## src/rtl/reg_wr_arb.sv

```systemverilog
// Write-port arbiter for the general register file: picks core or debug, holds the
// write and drives the single write port until the T3 strobe commits it.
// Optional build macro REGARB_ZERO_GUARD_EN suppresses the write enable for register 0.
module reg_wr_arb #(
    parameter int ADDR_W     = 5,
    parameter int DATA_W     = 32,
    parameter int STARVE_MAX = 4
) (
    input  logic              clk,
    input  logic              resetn,
    input  logic              t3,
    input  logic              core_valid,
    input  logic [ADDR_W-1:0] core_addr,
    input  logic [DATA_W-1:0] core_data,
    output logic              core_ready,
    input  logic              dbg_valid,
    input  logic [ADDR_W-1:0] dbg_addr,
    input  logic [DATA_W-1:0] dbg_data,
    output logic              dbg_ready,
    output logic              rf_we,
    output logic [ADDR_W-1:0] rf_waddr,
    output logic [DATA_W-1:0] rf_wdata,
    output logic              busy
);

    typedef enum logic {
        IDLE = 1'b0,
        HOLD = 1'b1
    } state_t;

    localparam logic [3:0] STARVE_LIM = 4'(STARVE_MAX);

    state_t            state_q, state_d;
    logic [3:0]        starve_cnt_q, starve_cnt_d;
    logic              rf_we_q, rf_we_d;
    logic [ADDR_W-1:0] rf_waddr_q, rf_waddr_d;
    logic [DATA_W-1:0] rf_wdata_q, rf_wdata_d;
    logic              busy_q, busy_d;

    logic              dbg_win_s;
    logic              core_win_s;
    logic              core_acc_s;
    logic              dbg_acc_s;
    logic [ADDR_W-1:0] sel_addr_s;
    logic [DATA_W-1:0] sel_data_s;
    logic              sel_we_s;

    // Winner selection and accept pulses; debug wins only once core has starved it long enough.
    always_comb begin
        dbg_win_s  = dbg_valid && !(core_valid && (starve_cnt_q != STARVE_LIM));
        core_win_s = core_valid && !dbg_win_s;
        core_acc_s = resetn && (state_q == IDLE) && core_win_s;
        dbg_acc_s  = resetn && (state_q == IDLE) && dbg_win_s;
        if (dbg_win_s) begin
            sel_addr_s = dbg_addr;
            sel_data_s = dbg_data;
        end else begin
            sel_addr_s = core_addr;
            sel_data_s = core_data;
        end
`ifdef REGARB_ZERO_GUARD_EN
        sel_we_s = (sel_addr_s != {ADDR_W{1'b0}});
`else
        sel_we_s = 1'b1;
`endif
    end

    // Next-state logic for the FSM, the hold registers and the starvation counter.
    always_comb begin
        state_d      = state_q;
        starve_cnt_d = starve_cnt_q;
        rf_we_d      = rf_we_q;
        rf_waddr_d   = rf_waddr_q;
        rf_wdata_d   = rf_wdata_q;
        busy_d       = busy_q;
        case (state_q)
            IDLE: begin
                if (core_acc_s || dbg_acc_s) begin
                    state_d    = HOLD;
                    busy_d     = 1'b1;
                    rf_we_d    = sel_we_s;
                    rf_waddr_d = sel_addr_s;
                    rf_wdata_d = sel_data_s;
                    if (dbg_win_s) begin
                        starve_cnt_d = 4'd0;
                    end else if (dbg_valid && (starve_cnt_q != STARVE_LIM)) begin
                        starve_cnt_d = starve_cnt_q + 4'd1;
                    end else begin
                        starve_cnt_d = starve_cnt_q;
                    end
                end else begin
                    state_d = IDLE;
                end
            end
            HOLD: begin
                // t3 here is the commit edge; address/data stay latched afterwards.
                if (t3) begin
                    state_d = IDLE;
                    busy_d  = 1'b0;
                    rf_we_d = 1'b0;
                end else begin
                    state_d = HOLD;
                end
            end
            default: begin
                state_d = IDLE;
                busy_d  = 1'b0;
                rf_we_d = 1'b0;
            end
        endcase
    end

    // State and output registers with synchronous active-low reset.
    always_ff @(posedge clk) begin
        if (!resetn) begin
            state_q      <= IDLE;
            starve_cnt_q <= 4'd0;
            rf_we_q      <= 1'b0;
            rf_waddr_q   <= {ADDR_W{1'b0}};
            rf_wdata_q   <= {DATA_W{1'b0}};
            busy_q       <= 1'b0;
        end else begin
            state_q      <= state_d;
            starve_cnt_q <= starve_cnt_d;
            rf_we_q      <= rf_we_d;
            rf_waddr_q   <= rf_waddr_d;
            rf_wdata_q   <= rf_wdata_d;
            busy_q       <= busy_d;
        end
    end

    assign core_ready = core_acc_s;
    assign dbg_ready  = dbg_acc_s;
    assign rf_we      = rf_we_q;
    assign rf_waddr   = rf_waddr_q;
    assign rf_wdata   = rf_wdata_q;
    assign busy       = busy_q;

endmodule

```

## config.mk

```make
export PLATFORM = sky130hd
export DESIGN_NAME = reg_wr_arb
export DESIGN_NICKNAME = d
export VERILOG_FILES = /design/src/rtl/reg_wr_arb.sv
export SDC_FILE = /design/constraint.sdc
export NUM_CORES = 1
export LEC_CHECK = 0
export BUFFER_PORTS_ARGS = -buffer_cell sky130_fd_sc_hd__buf_2
export CAP_MARGIN = 25
export CORE_MARGIN = 4
export CORE_UTILIZATION = 46
export CTS_CLUSTER_DIAMETER = 60
export DETAILED_ROUTE_END_ITERATION = 16
export GPL_TIMING_DRIVEN = 0
export PLACE_DENSITY = 0.85
export SLEW_MARGIN = 20
export SYNTH_ARGS = -nofsm -noshare
export SYNTH_HDL_FRONTEND = slang
export SYNTH_SLANG_ARGS = --single-unit
export TNS_END_PERCENT = 1
```

## constraint.sdc

```tcl
create_clock -name clk -period 3 [get_ports clk]
set_input_delay 0.3 -clock clk [delete_from_list [all_inputs] [get_ports clk]]
set_output_delay 0.3 -clock clk [all_outputs]
set_load 0.005 [all_outputs]
```

Yosys cells after proc, flatten, opt, wreduce, memory -nomap -nowiden
Index checks and enable logic that the tools add are counted.

storage, ports and cells
  output and inout port bits = 41
  register bits = 43

cells by class
  multiplexer cells = 10
  add/sub/neg operators = 1
  equal/unequal tests = 3
  reductions and logical operators = 14
  bitwise operators = 1

operators by type and width
  cell                                                             count
  32-bit two-way mux                                               1
  4-bit two-way mux                                                2
  1-bit logical AND                                                7
  5-bit two-way mux                                                1
  4-bit by 1-bit adder with 4-bit output, second input constant    1
  1-bit two-way mux                                                4
  4-bit by 3-bit != test with 1-bit output, second input constant  1
  1-bit case mux with 2 select lines                               2
  2-bit AND reduction                                              2
  3-bit AND reduction                                              1
  1-bit logical NOT                                                2
  2-bit by 1-bit != test with 1-bit output, second input constant  1
  2-bit != test, second input constant                             1
  2-bit nonzero test                                               1
  1-bit logical OR                                                 1
  1-bit NOT                                                        1

Depth between registers and ports, before layout
Gate-level depths: netlist (run 1).

  depth in word-level cells = 10
  depth in mapped cells = 8
  gate-level depth less buffers = 6

Least setup slack after synthesis (run 1)
No wires, ideal clock.

  path type = register to output
  start point = register starve_cnt_q[0]
  end point = output port dbg_ready
  stages on the path, launching flop included = 7
  path buffers = 1
  required time = 2,700 ps
  arrival time = 1,189 ps
  slack = 1,511 ps
  cell sequence = dfxtp_1 > inv_1 > ha_1 > nand3b_4 > a21bo_4 > buf_2 > nor2_1

between the ends
  longest elaborated chain between the ends = 5

ends and longest elaborated chain
  what                                      RTL line  RTL
  start, declared                           34        logic [3:0] starve_cnt_q, starve_cnt_d;
  start signal, assigned                    124       starve_cnt_q <= starve_cnt_d;
  4-bit by 3-bit != test with 1-bit output  50        dbg_win_s = dbg_valid && !(core_valid && (starve_cnt_q != STARVE_LIM));
  1-bit logical AND                         50
  1-bit logical NOT                         50
  1-bit logical AND                         50
  1-bit logical AND                         53        dbg_acc_s = resetn && (state_q == IDLE) && dbg_win_s;
  end, declared                             19        output logic dbg_ready,

Every way passes these cells.

Worst setup path in the final report (run 1)
Same ends and word-level chain as after synthesis.

==> out/qor.yml, run 1 <==
power:
  p_int_w: 0.000906
  switching_share_pct: 28.0
  cellPowerDensity_nw_per_um2: 464
  power_frac_seq_pct: 50.9
  power.switching_w: 0.000352
  power.leakage_nw: 1.37
  comb_power_share_pct: 20.7
  fin_total_pwr_w: 0.00126
  peakVddDrop_mv: 0.334
  p_clk_share_pct: 28.4
sta:
  setup-violations-final: 0
  worst_slack_ns: 0.991
  fin_crit_sh_pct: 67.0
  layout_min_cycle_time_ns: 2.01
  maxSlewViolCount: 0
  maxSlewHeadroom_pct: 76.5
  finalSetupTns_ns: 0
  skew_ns: 0.00781
  clock.fmax_ghz: 0.498
  rsz0062_at_grt: "no"
  finalHoldViolations: 0
  tightest_slew_ns: 0.352
placed_design:
  portBuffers: 119
  pre_cts_slack_ns: 1.33
  placed_area_sq_um: 2630
  hpwlAfterDp_mm: 4.19
  placedCellCount: 417
  gp_congestion: 0.885
min_path:
  hold_class: "input pin to flop"
floorplan:
  die-area_sq_um: 5390
  die_w_microns: 73.4
  fp-row-count: 23
  fp.coreArea_sq_um: 4060
  start_util_pct: 48.5
  boundaryPins: 120
  dieHeight_microns: 73.4
setup_path:
  worstSetupPathType: "flop to primary output"
  path_common_cell: "buf_2"
  cp_max_fo: 10
  cpMaxStageDelayCell: "dfxtp_1"
  cp.arrival_ns: 1.71
  critPathMaxStageDelay_ns: 0.34
  path_cells: "inv_1, ha_1, nand3b_4, a21bo_4, buf_2, nor2_1, buf_2"
  cp.required_ns: 2.70
  crit_path_end_kind: "primary output"
  startpoint_type: "flop"
global_routing:
  grt_max_degree: 14
  first_global_vias: 2054
  grt_pass1_wl_mm: 8.95
  grt_usage_pct: 21.2
  antenna_found_initial: 0
  grt-ovfl-total: 0
logic_synthesis:
  synthArstFlopShare_pct: 0
  synth_top_family_by_area: "compound AO/OA/AOI/OAI gates"
  synth_fa_ha_area_share_pct: 1.27
  netlist_area_sq_um: 1970
  synth-edff-count: 0
  synth_xor_xnor_area_share_pct: 0
  synth.avg_cell_area_sq_um: 7.94
  ys_ff_latch: 43
  synth_mux_area_share_pct: 0
  synth_top_cell_by_area: "dfxtp_1"
  synth_top_cell_area_share_pct: 43.7
  synth-simple-area-share_pct: 21.3
  synth_flop_cell: "dfxtp_1"
  yosysSeqAreaShare_pct: 43.7
  yosysWarnings: 0
  synth_cell_types: 31
  synthTopCellsByArea: "dfxtp_1, nand2_1, a31oi_1"
  syn_inst: 248
  syn_nets: 329
  synth_compound_area_share_pct: 25.3
layout:
  final_cells: 425
  design_area_sq_um: 2710
  final_common_cell: "buf_2"
  drive_above_1_share_pct: 40.0
  nFillCells: 357
  diodes: 0
  fin_nets: 455
  final_cell_mix: "buf_2, nand2_1, dfxtp_1"
  area_growth_syn_to_layout_pct: 37.7
clock_tree:
  cts_made_buffers: 5
  clock_latency_ns: 0.30
  ctsResizeCount: 0
  cts_buffer_depth: 2
  cts_hold_buffers: 0
  postCtsSetupBuffers: 0
  cts_tree: "done"
  cts.sinks: 43
  cts_htree_levels: 2
  clk_transition_reported_paths_ns: 0.08
  clock-root-buffer: "clkbuf_8"
outcome:
  status: "finished, final reports clean"
routing:
  drtAntennaViolNets: 0
  drt_iter0_markers: 84
  drc_errors: 0
  vias_per_cell: 5.22
  wl_per_cell_microns: 13.2
  dr.pass1.iters: 4
  routed-via-count: 2217
  wl_mm: 5.59
job:
  cap_viol_max_count: 0
-- power by group through the flow --
stage	Combinational, W	Sequential (W)	Clock, W
after detailed placement	0.000262	0.000653	0
after global routing	0.000295	0.000646	0.000383
final	0.000260	0.000641	0.000357
after global placement	0.000257	0.000652	0
after floorplan	0.000129	0.000657	0
after CTS	0.000263	0.000640	0.000371
-- metrics by stage --
stage / hold WS [ns] / util [%]
final: 0.243 / 66.8
after global routing: 0.250 / 66.8
after CTS: 0.234 / 66.8
after detailed placement: 0.479 / 64.8
after global placement: 0.476 / 64.8
after floorplan: 0.442 / -
-- sequential cells by signal, summed over array words and instances (netlist names) --
signal	cells
busy	1
state_q	1
starve_cnt_q	4
rf_waddr	5
rf_wdata	32
-- Yosys cell counts, types with 2 or more instances --
cell type,n
nand2_1,78
dfxtp_1,43
a31oi_1,37
o21ai_0,21
o21ai_1,17
buf_2,10
buf_6,5
a21boi_1,3
clkbuf_1,3
inv_1,3
nor2b_1,3
buf_8,2
ha_1,2
nand3_1,2
nor2_1,2
nor3_1,2
-- routing by layer --
metal	share of wire, %	GRT usage, %
met4	1.7	8.85
met1	42	26.0
met3	8.7	5.20
met2	47	35.2
met5	0	0
-- final timing paths --
check,slack [ns],endpoint,from,depth (start not counted)
max reg2reg,1.43,rf_wdata[30],starve_cnt_q[0],8
min reg2reg,0.49,starve_cnt_q[0],starve_cnt_q[0],2
min,0.24,rf_wdata[17],core_data[17],3
max,0.99,dbg_ready,starve_cnt_q[0],7
-- worst max-delay path: cells and delay by family (launching register included) --
kind	cells	cell delay, ns
AOI/OAI and AO/OA	1	0.25
adders and majority gates	1	0.21
buffers and inverters	3	0.38
DFF	1	0.34
and+or+nand+nor	2	0.22
-- area by class of cell --
cell class	count	area (sq um)	share of cell area, %
Multi-Input combinational cell	181	942	34.7
Sequential cell	43	861	31.7
Timing Repair Buffer	119	596	22.0
Buffer	21	155	5.72
Clock buffer	5	68.8	2.54
Tap cell	50	62.6	2.31
Clock inverter	3	15.0	0.554
Inverter	3	11.3	0.415
-- cells by family (layout without fill, tap and decap cells) --
group	Yosys count	after routing
AO/OA/AOI/OAI	83	83
AND/OR/NAND/NOR	96	96
buffers and inverters	24	151
adder cells (fa/ha/maj)	2	2
flip-flops	43	43
Power figures use the tool's default switching activity.
==> inputs of run 2 (changes only) <==
Settings changed: ABC_AREA set to 1, PLACE_DENSITY 0.85 to 0.81.
Clock period 3 ns to 1.88 ns, I/O delays scaled along.
==> run 2 against run 1 <==
  * Clock-buffer cell count did not move
  * Flip-flop and latch count did not move
  * Die area rose by 18%
  * Largest power group unchanged
==> out/qor.yml, run 2 <==
outcome:
  status: "finished, final reports clean"  # unchanged
logic_synthesis:
  netlist_area_sq_um: 2370  # was 1970 sq um
  yosysWarnings: 0  # unchanged
  yosysSeqAreaShare_pct: 36.3  # was 43.7%
  synth.most_common_cell: "nand2_1"  # unchanged
  ys_ff_latch: 43  # unchanged
  synth_xor_xnor_area_share_pct: 0.369  # was 0%
  synth-simple-area-share_pct: 32.9  # was 21.3%
  synthTopCellsByArea: "dfxtp_1, nand3_1, nand2_1"  # was dfxtp_1, nand2_1, a31oi_1
  synth.avg_cell_area_sq_um: 6.32  # was 7.94 sq um
  synthArstFlopShare_pct: 0  # unchanged
  synth_top_cell_by_area: "dfxtp_1"  # unchanged
  synth_cell_types: 21  # was 31
  synth_fa_ha_area_share_pct: 1.06  # was 1.27%
  synth_mux_area_share_pct: 0  # unchanged
  synth_top_cell_area_share_pct: 36.3  # was 43.7%
  syn_inst: 375  # was 248
  synth-edff-count: 0  # unchanged
  synth_compound_area_share_pct: 9.71  # was 25.3%
  synthTopCellsByCount: "nand2_1, inv_1, nand3_1"  # was nand2_1, dfxtp_1, a31oi_1
  synth_top_family_by_area: "simple AND/OR/NAND/NOR gates"  # was compound AO/OA/AOI/OAI gates
  synth_flop_cell: "dfxtp_1"  # unchanged
  syn_nets: 456  # was 329
routing:
  drc_errors: 0  # unchanged
  routed-via-count: 2651  # was 2217
  vias_per_cell: 4.64  # was 5.22
  drt_iter0_markers: 91  # was 84
  wl_mm: 6.32  # was 5.59 mm
  drtAntennaViolNets: 0  # unchanged
  wl_per_cell_microns: 11.1  # was 13.2 microns
  dr.pass1.iters: 4  # unchanged
floorplan:
  start_util_pct: 48.9  # was 48.5%
  fp.coreArea_sq_um: 4850  # was 4060 sq um
  die_w_microns: 79.8  # was 73.4 microns
  dieHeight_microns: 79.8  # was 73.4 microns
  die-area_sq_um: 6370  # was 5390 sq um
  boundaryPins: 120  # unchanged
  fp-row-count: 25  # was 23
clock_tree:
  cts_buffer_depth: 2  # unchanged
  cts.sinks: 43  # unchanged
  cts_htree_levels: 2  # unchanged
  clk_transition_reported_paths_ns: 0.09  # was 0.08 ns
  cts_hold_buffers: 0  # unchanged
  cts_tree: "done"  # unchanged
  clock-root-buffer: "clkbuf_8"  # unchanged
  cts_made_buffers: 5  # unchanged
  clock_latency_ns: 0.30  # about the same
layout:
  final_cell_mix: "buf_2, nand2_1, inv_1"  # was buf_2, nand2_1, dfxtp_1
  design_area_sq_um: 3190  # was 2710 sq um
  area_growth_syn_to_layout_pct: 34.6  # was 37.7%
  fin_nets: 584  # was 455
  final_common_cell: "buf_2"  # unchanged
  fin_util_pct: 65.8  # was 66.8%
  final_cells: 571  # was 425
  drive_above_1_share_pct: 30.4  # was 40.0%
  largest_register_ffs: 32  # unchanged
  diodes: 0  # unchanged
global_routing:
  antenna_found_initial: 0  # unchanged
  grt_max_degree: 15  # was 14
  grt_pass1_wl_mm: 10.2  # was 8.95 mm
  grt-ovfl-total: 0  # unchanged
  grt_usage_pct: 20.0  # was 21.2%
  first_global_vias: 2353  # was 2054
sta:
  finalHoldViolations: 0  # unchanged
  tightest_slew_ns: 0.457  # was 0.352 ns
  clock.fmax_ghz: 0.570
  maxSlewHeadroom_pct: 69.5  # was 76.5%
  fin_crit_sh_pct: 93.3
  finalSetupTns_ns: 0  # unchanged
  skew_ns: 0.0110  # was 0.00781 ns
  maxSlewViolCount: 0  # unchanged
  worst_slack_ns: 0.126  # was 0.991 ns
  rsz0062_at_grt: "no"  # unchanged
  setup-violations-final: 0  # unchanged
  layout_min_cycle_time_ns: 1.75
setup_path:
  rr_endpoint: "starve_cnt_q[2]"  # was rf_wdata[30]
  r2r_cells: 11  # was 8
  r2r-start: "starve_cnt_q[0]"  # unchanged
  crit_path_end_kind: "primary output"  # unchanged
  cp.arrival_ns: 1.57  # was 1.71 ns
  cp.required_ns: 1.69  # was 2.70 ns
  cp_max_fo: 5  # was 10
  cp-endpoint: "core_ready"  # was dbg_ready
  startpoint: "starve_cnt_q[0]"  # unchanged
  r2r_slack_ns: 0.27  # was 1.43 ns
  startpoint_type: "flop"  # unchanged
  worstSetupPathType: "flop to primary output"  # unchanged
power:
  power.leakage_nw: 1.89  # was 1.37 nW
  peakVddDrop_mv: 0.394  # was 0.334 mV
  cellPowerDensity_nw_per_um2: 721  # was 464 nW/um^2
  switching_share_pct: 28.8  # was 28.0%
  p_int_w: 0.00164  # was 0.000906 W
  p_clk_share_pct: 31.4  # was 28.4%
  comb_power_share_pct: 23.8  # was 20.7%
  power_frac_seq_pct: 44.8  # was 50.9%
  power.switching_w: 0.000663  # was 0.000352 W
placed_design:
  portBuffers: 119  # unchanged
  gp_congestion: 0.798  # was 0.885
  placedCellCount: 561  # was 417
  pre_cts_slack_ns: 0.120  # was 1.33 ns
  hpwlAfterDp_mm: 4.77  # was 4.19 mm
  placed_area_sq_um: 3050  # was 2630 sq um
min_path:
  hold_class: "input pin to flop"  # unchanged
job:
  cap_viol_max_count: 0  # unchanged
run 2: changes by cell type after synthesis, moves of 2 or more:
cell / previous run / this run
o21ai_0: 21 / 0
nor2_1: 2 / 7
nand2_1: 78 / 90
a31oi_1: 37 / 0
a21oi_1: 0 / 39
o21ai_1: 17 / 0
nor2b_1: 3 / 0
inv_1: 3 / 81
clkbuf_1: 3 / 7
o21bai_1: 0 / 2
buf_8: 2 / 0
nand3_1: 2 / 76
a21boi_1: 3 / 0
run 2: how the worst min path moves through the flow:
stage          cells past startpoint               to          start
6_report                           5     rf_wdata[19]  core_data[19]
5_1_grt                            3             busy             t3
4_1_cts                            5     rf_wdata[19]  core_data[19]
3_5_place_dp                       5     rf_wdata[19]  core_data[19]
3_3_place_gp                       5      rf_wdata[5]   core_data[5]
2_1_floorplan                      2  starve_cnt_q[1]         resetn
run 2: timing repair:
| action | CTS | global route |
|---|---|---|
| setup buffers | 3 | 0 |
| resized for setup | 1 | 3 |
| endpoints found under the setup margin | 2 | 1 |
| pin swaps | 1 | 0 |
run 2: routing by layer:
layer	wire [microns]	part of all wire [%]	global-route usage, %
met5	0	0	0
met4	74	1.2	5.41
met3	554	8.8	5.19
met2	2810	44	33.1
met1	2880	46	25.7
run 2: cell families after synthesis:
group	count (synthesis)
and+or+nand+nor	179
AOI/OAI and AO/OA	43
xor gates and xnor gates	1
adders and majority gates	2
DFF	43
buffers and inverters	107
run 2: power groups by stage:
stage,Clock [W],Combinational (W),Sequential [W]
3_3_place_gp,0,0.000531,0.00105
2_1_floorplan,0,0.000308,0.00106
4_1_cts,0.000740,0.000551,0.00103
3_5_place_dp,0,0.000541,0.00105
6_report,0.000723,0.000547,0.00103
5_1_grt,0.000783,0.000627,0.00104
run 2: worst max-delay path, cell delays in order (launching register included):
cell,delay [ns]
dfxtp_4,0.37
inv_1,0.06
ha_1,0.20
nand3_1,0.09
nand2_1,0.11
nand2_4,0.11
nand2_1,0.05
nor3_1,0.14
buf_2,0.15
run 2: metrics by stage:
step | power, W | hold WS (ns)
after detailed placement | 0.00159 | 0.476
after floorplan | 0.00137 | 0.308
after global placement | 0.00158 | 0.469
after CTS | 0.00232 | 0.160
after global routing | 0.00245 | 0.172
final | 0.00230 | 0.165
run 2: area by class of cell:
| class | count | area (sq um) |
|---|---|---|
| fillers | 462 | 1660 |
| inverters | 82 | 308 |
| repair buffers | 122 | 618 |
| flip-flops and latches | 43 | 866 |
| clock inverters | 3 | 43.8 |
| multi-input cells | 225 | 1050 |
| clock buffers | 5 | 68.8 |
| well taps | 67 | 83.8 |
| plain buffers | 24 | 154 |
==> inputs of run 3 (changes only) <==
Settings changed: CORE_UTILIZATION 46 to 45, PLACE_DENSITY 0.81 to 0.79.
==> run 3 against run 2 <==
  * Final cell count up 0.88%
  * Worst hold slack better by 0.0066 ns
  * Sequential share of layout area down 0.35 points
  * Critical endpoint unchanged
  * Largest cell class unchanged
==> out/qor.yml, run 3 (synthesis gave the netlist of run 2 again) <==
outcome:
  status: "finished, final reports clean"  # unchanged
sta:
  finalHoldViolations: 0  # unchanged
  finalSetupTns_ns: 0  # unchanged
  layout_min_cycle_time_ns: 1.77  # was 1.75 ns
  skew_ns: 0.00763  # was 0.0110 ns
  tightest_slew_ns: 0.471  # was 0.457 ns
  maxSlewViolCount: 0  # unchanged
  setup-violations-final: 0  # unchanged
  rsz0062_at_grt: "no"  # unchanged
  fin_crit_sh_pct: 94.0  # was 93.3%
  clock.fmax_ghz: 0.566  # was 0.570 GHz
  maxSlewHeadroom_pct: 68.6  # was 69.5%
setup_path:
  cp_max_fo: 5  # unchanged
  crit_path_end_kind: "primary output"  # unchanged
  r2r_slack_ns: 0.27  # about the same
  startpoint_type: "flop"  # unchanged
  cp.required_ns: 1.69  # about the same
  r2r-start: "starve_cnt_q[1]"  # was starve_cnt_q[0]
  path_cells: "inv_1, ha_1, nand3_1, nand2_2, nand2_4, nand2_1, nor3_1, buf_2"  # was inv_1, ha_1, nand3_1, nand2_1, nand2_4, nand2_1, nor3_1, buf_2
  cp.arrival_ns: 1.58  # was 1.57 ns
  critPathMaxStageDelay_ns: 0.41  # was 0.37 ns
  startpoint: "starve_cnt_q[1]"  # was starve_cnt_q[0]
  cpMaxStageDelayCell: "dfxtp_1"  # was dfxtp_4
  cp-endpoint: "core_ready"  # unchanged
  r2r_cells: 11  # unchanged
  rr_endpoint: "rf_wdata[29]"  # was starve_cnt_q[2]
  worstSetupPathType: "flop to primary output"  # unchanged
global_routing:
  antenna_found_initial: 0  # unchanged
  first_global_vias: 2273  # was 2353
  grt_max_degree: 14  # was 15
  grt_usage_pct: 19.3  # was 20.0%
  grt_pass1_wl_mm: 10.0  # was 10.2 mm
  grt-ovfl-total: 0  # unchanged
layout:
  drive_above_1_share_pct: 30.8  # was 30.4%
  final_cell_mix: "buf_2, nand2_1, inv_1"  # unchanged
  fin_nets: 586  # was 584
  diodes: 0  # unchanged
  final_common_cell: "buf_2"  # unchanged
  largest_register_ffs: 32  # unchanged
  area_growth_syn_to_layout_pct: 35.7  # was 34.6%
routing:
  wl_per_cell_microns: 11.1  # about the same
  dr.pass1.iters: 4  # unchanged
  vias_per_cell: 4.64  # about the same
  drt_iter0_markers: 76  # was 91
  drc_errors: 0  # unchanged
  wl_mm: 6.37  # was 6.32 mm
  drtAntennaViolNets: 0  # unchanged
  routed-via-count: 2670  # was 2651
clock_tree:
  clock-root-buffer: "clkbuf_8"  # unchanged
  cts_htree_levels: 2  # unchanged
  cts_buffer_depth: 2  # unchanged
  cts_made_buffers: 5  # unchanged
  clock_latency_ns: 0.29  # was 0.30 ns
  clk_transition_reported_paths_ns: 0.09  # about the same
  cts.sinks: 43  # unchanged
  cts_tree: "done"  # unchanged
floorplan:
  boundaryPins: 120  # unchanged
  die_w_microns: 80.6  # was 79.8 microns
  die-area_sq_um: 6490  # was 6370 sq um
  start_util_pct: 46.4  # was 48.9%
  fp.coreArea_sq_um: 5110  # was 4850 sq um
  dieHeight_microns: 80.6  # was 79.8 microns
  fp-row-count: 26  # was 25
power:
  cellPowerDensity_nw_per_um2: 722  # was 721 nW/um^2
  power.leakage_nw: 1.90  # was 1.89 nW
  fin_total_pwr_w: 0.00232  # was 0.00230 W
  peakVddDrop_mv: 0.363  # was 0.394 mV
job:
  cap_viol_max_count: 0  # unchanged
min_path:
  whs_path_depth: 5  # unchanged
  hold_class: "input pin to flop"  # unchanged
placed_design:
  gp_congestion: 0.771  # was 0.798
  portBuffers: 119  # unchanged
  hpwlAfterDp_mm: 4.76  # was 4.77 mm
[run 3: changes by cell type in the layout (fill, tap and decap cells not counted)]
cell | before | now
buf_4 | 5 | 7
dfxtp_4 | 1 | 0
nor3_1 | 2 | 1
clkinv_4 | 1 | 0
nand2_2 | 0 | 1
nand2_1 | 90 | 89
clkbuf_8 | 5 | 6
dfxtp_1 | 41 | 42
nor3_2 | 0 | 1
[run 3: worst min path at each step]
stage | start | slack (ns) | to
after floorplan | resetn | 0.31 | starve_cnt_q[1]
after CTS | core_data[20] | 0.17 | rf_wdata[20]
after global routing | resetn | 0.19 | starve_cnt_q[3]
final | core_data[20] | 0.17 | rf_wdata[20]
after global placement | core_data[31] | 0.47 | rf_wdata[31]
after detailed placement | core_data[11] | 0.47 | rf_wdata[11]
[run 3: through the flow]
| stage | cells | instance area (sq um) | hold slack, ns | util [%] | setup slack [ns] |
|---|---|---|---|---|---|
| finish | 576 | 3220 | 0.172 | 63.0 | 0.112 |
| global route | 576 | 3220 | 0.186 | 63.0 | 0.000667 |
| CTS | 575 | 3200 | 0.171 | 62.7 | 0.0624 |
| detailed placement | 564 | 3050 | 0.475 | 59.8 | 0.0826 |
| global placement | 564 | 3050 | 0.469 | 59.8 | 0.144 |
| floorplan | 375 | 2370 | 0.308 | - | 0.438 |
[run 3: power by group]
group          switching (W)  internal, W
combinational       0.000296     0.000258
sequential         0.0000437     0.000990
clock               0.000308     0.000430
[run 3: repair_timing]
item	4_1_cts	5_1_grt
hold buffers	0	0
setup endpoints to repair	2	2
cloned	0	0
gates resized for setup	1	3
pin swaps	1	1
buffers inserted	4	1
[run 3: area by class of cell]
type                    count  area (sq um)
plain buffers              24           154
clock inverters             2          35.0
multi-input cells         225          1060
flip-flops and latches     43           862
well taps                  70          87.6
fillers                   494          1890
repair buffers            124           633
clock buffers               6          82.6
inverters                  82           308
[run 3: per-layer routing]
metal	wire [microns]	GRT usage, %
met5	0	0
met4	71	4.22
met3	578	4.48
met2	2930	32.8
met1	2790	24.9
[run 3: critical path, delay by kind of cell (launching register included)]
family                   cells  cell delay [ns]
AND/OR/NAND/NOR              5             0.48
flip-flops                   1             0.41
buffers and inverters        2             0.23
adder cells (fa/ha/maj)      1             0.18
